## src/rtl/sel_mux_pipe.sv

```systemverilog
// sel_mux_pipe: registered N-way channel selector with a valid/ready handshake.
// A word is accepted when in_valid && in_ready. The selected channel appears on
// out_data one cycle later. Out-of-range selects are dropped and pulse sel_err.
// Optional feature: define SEL_MUX_ERRCNT_EN to add the saturating 8-bit err_cnt
// port, which counts dropped selects.
module sel_mux_pipe #(
   parameter int WIDTH = 32,
   parameter int NCH   = 6,
   parameter int SELW  = 3
) (
   input  logic                   clk,
   input  logic                   rst_n,
   input  logic [NCH*WIDTH-1:0]   d_in,
   input  logic [SELW-1:0]        sel,
   input  logic                   in_valid,
   output logic                   in_ready,
   output logic [WIDTH-1:0]       out_data,
   output logic                   out_valid,
   input  logic                   out_ready,
   output logic                   sel_err
`ifdef SEL_MUX_ERRCNT_EN
   ,
   output logic [7:0]             err_cnt
`endif
);

   logic                   r_vld_p1;
   logic signed [WIDTH-1:0] r_data_p1;
   logic                   r_sel_err_p1;
   logic signed [WIDTH-1:0] w_chan;
   logic                   w_sel_ok;
   logic                   w_xfer;
   logic                   w_take;
   logic                   w_drop;
   logic                   w_consume;

   // The output register can take a new word when it is empty or is being drained.
   assign in_ready  = !r_vld_p1 || out_ready;
   assign w_xfer    = in_valid && in_ready;
   assign w_sel_ok  = (32'(sel) < NCH);
   assign w_take    = w_xfer && w_sel_ok;
   assign w_drop    = w_xfer && !w_sel_ok;
   assign w_consume = r_vld_p1 && out_ready;

   // Channel select. An out-of-range index matches no channel, so the mux
   // resolves to zero and never produces an undefined value.
   always_comb begin
      w_chan = '0;
      for (int k = 0; k < NCH; k++) begin
         if (sel == SELW'(k)) begin
            w_chan = d_in[k*WIDTH +: WIDTH];
         end
      end
   end

   // ---- stage p0 -> p1: output data register, loads only on an accepted in-range word
   always_ff @(posedge clk) begin
      if (!rst_n) begin
         r_data_p1 <= '0;
      end else if (w_take) begin
         r_data_p1 <= w_chan;
      end
   end

   // Output valid: a transfer decides it outright. A dropped word leaves the
   // register empty because the previous word is necessarily consumed in that cycle.
   always_ff @(posedge clk) begin
      if (!rst_n) begin
         r_vld_p1 <= 1'b0;
      end else if (w_xfer) begin
         r_vld_p1 <= w_sel_ok;
      end else if (w_consume) begin
         r_vld_p1 <= 1'b0;
      end
   end

   // One-cycle error pulse following a dropped select.
   always_ff @(posedge clk) begin
      if (!rst_n) begin
         r_sel_err_p1 <= 1'b0;
      end else begin
         r_sel_err_p1 <= w_drop;
      end
   end

`ifdef SEL_MUX_ERRCNT_EN
   logic [7:0] r_err_cnt;

   function automatic logic [7:0] f_sat_inc(input logic [7:0] a);
      if (a == 8'hFF) begin
         return a;
      end
      return a + 8'd1;
   endfunction

   // Saturating count of dropped selects; only reset clears it.
   always_ff @(posedge clk) begin
      if (!rst_n) begin
         r_err_cnt <= '0;
      end else if (w_drop) begin
         r_err_cnt <= f_sat_inc(r_err_cnt);
      end
   end

   assign err_cnt = r_err_cnt;
`endif

   assign out_data  = r_data_p1;
   assign out_valid = r_vld_p1;
   assign sel_err   = r_sel_err_p1;

endmodule

```

## config.mk

```make
export PLATFORM = sky130hd
export DESIGN_NAME = sel_mux_pipe
export DESIGN_NICKNAME = d
export VERILOG_FILES = /design/src/rtl/sel_mux_pipe.sv
export SDC_FILE = /design/constraint.sdc
export NUM_CORES = 1
export LEC_CHECK = 0
export CAP_MARGIN = 5
export CELL_PAD_IN_SITES_DETAIL_PLACEMENT = 1
export CELL_PAD_IN_SITES_GLOBAL_PLACEMENT = 2
export CORE_ASPECT_RATIO = 0.7
export CORE_MARGIN = 2
export CORE_UTILIZATION = 17
export CTS_CLUSTER_DIAMETER = 100
export CTS_CLUSTER_SIZE = 30
export DETAILED_ROUTE_END_ITERATION = 12
export PLACE_DENSITY_LB_ADDON = 0.1
export SLEW_MARGIN = 20
export SYNTH_ARGS = -nofsm -noshare
export SYNTH_HDL_FRONTEND = slang
export SYNTH_SLANG_ARGS = --single-unit
export TNS_END_PERCENT = 5
```

## constraint.sdc

```tcl
create_clock -name clk -period 2.3 [get_ports clk]
set_clock_uncertainty 0.15 [all_clocks]
set_input_delay 0.345 -clock clk [delete_from_list [all_inputs] [get_ports clk]]
set_output_delay 0.345 -clock clk [all_outputs]
set_load 0.1 [all_outputs]
```

==> qor.csv <==
stage,metric,value,unit
run_status,status,"complete, no violations",
clock_network,H-tree depth,2,
timing,max-slew headroom at the worst pin,75.8,%
timing,worst path setup slack after routing,588,ps
grt,largest net degree at the start of global routing,54,
min_path,Tightest Hold Check Type,reg2reg,
setup_path,critical path class,in2reg,
routing,Post-DRT Antenna Nets,0,
timing,final number of setup-violating endpoints,0,
setup_path,worst reg2reg path depth,5,
die,initial core utilization,17.2,%
power,sw frac,35.2,%
cells_and_area,layout cell share with drive strength beyond 1,13.7,%
die,Die Span Y,108,um
setup_path,required time reported for the critical path endpoint,2370,ps
cells_and_area,"top library cells by usage in the layout, fill and taps aside","clkdlybuf4s50_1, mux2i_1, buf_4, dfxtp_1, a32o_1",
routing,final routed wire length divided by cell count,18.4,um
grt,total global routing track utilization,15.3,%
setup_path,"Arr. time, crit path",1780,ps
timing,max frequency,0.584,GHz
power,net switching power,852,uW
clock_network,quantity of gates resized following cts,0,
power,part of the total power dissipated in sequential elements,27.0,%
routing,final wirelength,13000,um
clock_network,Max Root-Sink Buffers,2,
timing,setup repair after global routing missed its margin,false,
clock_network,total of hold buffers inserted after clock tree synthesis,0,
cells_and_area,number of fill cells,1758,
clock_network,clk sink count,34,
synthesis,Compound-Gate Fraction of Synth Area,28.2,%
timing,worst hold-check slack,316,ps
routing,post-DR vias/cell,4.51,
synthesis,count of mapped cells out of synthesis,282,
setup_path,Critical Path Fanout Max,31,
synthesis,portion of the post-synthesis area used by sequential elements,25.7,%
min_path,number of cells on the worst hold path,1,
placement,buffers added on ports,233,
placement,Placed Area,0.00514,mm2
grt,wire length of the first global-routing pass,19700,um
cells_and_area,antenna diode instance count,0,
synthesis,Main synth FF type,dfxtp_1,
synthesis,synthesized area per cell,9.38,um2
clock_network,clk_lat worst skew,280,ps
timing,post-route fraction of the period consumed by the critical path,74.4,%
routing,DRC violation count after routing,0,
placement,DP Cell Count,699,
timing,Final Hold Violating Endpoints,0,
cells_and_area,total area of multi-input combinational cells,0.00181,mm2
synthesis,cell area after technology mapping,0.00265,mm2
timing,min cycle time layout,1710,ps
power,Int Power,1.57,mW
synthesis,dominant combinational cell family by area after synthesis,multiplexers,
die,count of boundary I/O pins,234,
clock_network,"Setup Fix Bufs, Post-CTS",0,
synthesis,multiplexer share of the synthesized area,32.2,%
timing,measured slew at the worst slew-check pin,361,ps
routing,initial detailed-routing violation count,97,
cells_and_area,utilization of the core after routing,34.4,%
synthesis,post-synthesis net count,481,
power,proportion of power drawn by combinational gates,45.3,%
power,overall power after layout,2.42,mW
grt,antenna violations before repair,0,
job,count of maximum capacitance violations,0,
power,power density cells,458,mW/mm2
die,horizontal die dimension,153,um
clock_network,TritonCTS Buffers,5,
power,leakage component of the power,2.11,nW
synthesis,total of flip-flops plus latches after synthesis,34,
clock_network,CTS tree,done,
grt,total congestion overflow after global routing,0,
synthesis,number of library cell types mapped by synthesis,26,
synthesis,post-synthesis simple-gate area fraction,6.81,%
placement,placer congestion estimate,0.781,
setup_path,critical path startpoint category,input port,
grt,via count of the first global-routing pass,3472,
synthesis,area share of xor/xnor cells in the synthesized design,0,%
synthesis,area share of fa/ha/maj cells after synthesis,0,%
routing,router iterations before antenna repair,4,
die,Cell Rows,38,
synthesis,Post-synth EDFFs,0,
cells_and_area,final standard cell count with taps included and fillers excluded,705,
placement,post-placement setup slack,277,ps
die,Core Box Area,0.0154,mm2
cells_and_area,sequential cell area,682,um2
clock_network,"Reg clk slew, reported paths",50,ps
synthesis,count of synthesis-stage warnings from yosys,0,
power,worst vdd ir,226,uV
cells_and_area,growth of design area from synthesis to finish,99.6,%
cells_and_area,summed area of non-filler cells in the final layout,0.00528,mm2
timing,Max Transition Viols Final,0,
cells_and_area,"most common cell after layout, fill and taps aside",clkdlybuf4s50_1,
timing,setup tns final,0,ps
clock_network,clock tree root buffer cell,clkbuf_16,
placement,Detail Placement HPWL,10200,um
die,area of the die,0.0166,mm2
cells_and_area,# nets final,705,
setup_path,critical path endpoint category,flip-flop,
power,Clock power frac,27.7,%
synthesis,share of async-settable or async-resettable flops after synthesis,0,%
routing,Vias,3182,
-- flip-flops by register name (all words and copies together) (netlist names) --
register / flops
out_data: 32
out_valid: 1
sel_err: 1
-- layout make-up --
cell class / instances / share of cell area (%)
clock buffer: 6 / 2.63
inverter: 1 / 0.0711
multi-input combinational: 217 / 34.2
sequential: 34 / 12.9
tap: 200 / 4.74
timing repair buffer: 247 / 45.5
-- critical path, cell delays in order --
cell and delay (ps):
clkdlybuf4s50_1 450, nand2b_2 200, nand3_1 220, nor2_4 160
buf_12 210, a32o_1 190
-- power groups by stage --
stage	combinational (mW)	clock, mW	sequential, mW
2_1_floorplan	0.299	0	0.959
3_3_place_gp	1.09	0	0.665
3_5_place_dp	1.11	0	0.666
4_1_cts	1.11	0.704	0.654
5_1_grt	1.16	0.727	0.659
6_report	1.09	0.670	0.653
-- metal layers --
layer  up-vias  wire length, um  global-route usage (%)  part of all wire [%]
li1       1564                -                       -                     -
met1      1485             6100                    19.8                    47
met2       125             5830                    25.2                    45
met3         8              986                    5.05                   7.6
met4         0               77                    2.58                  0.59
met5         -                0                       0                     0
-- kinds of logic (layout without fill, tap and decap cells) --
logic type / Yosys count / count (layout)
buffers and inverters: 31 / 254
DFF: 34 / 34
muxes: 84 / 84
AOI/OAI and AO/OA: 98 / 98
and+or+nand+nor: 35 / 35
-- cells in the mapped netlist, types with 2 or more instances --
library cell   n  area share, %
mux2i_1       79             30
nand3_1        2           0.38
dfxtp_1       34             26
nand2_1       11            1.6
a211oi_1       9            2.6
clkbuf_1       7           0.99
a22oi_1       19            5.4
buf_6          4            1.7
o22ai_1       16            3.8
nor2b_1       11            2.6
or2_1          2           0.47
nand2b_1       3           0.71
buf_2         12            2.3
o21ai_0       19            3.6
a32o_1        31             12
mux2_2         4            1.7
buf_4          7            2.0
nor2_1         4           0.57
-- worst paths after layout --
| path | from | to | slack (ps) |
|---|---|---|---|
| worst max-delay path | out_ready | out_data[27] | 590 |
| worst min-delay path | out_data[26] | out_data[26] | 320 |
| worst max register to register | out_valid | out_data[27] | 830 |
| worst min register to register | out_data[26] | out_data[26] | 320 |
Power figures use the tool's default switching activity.
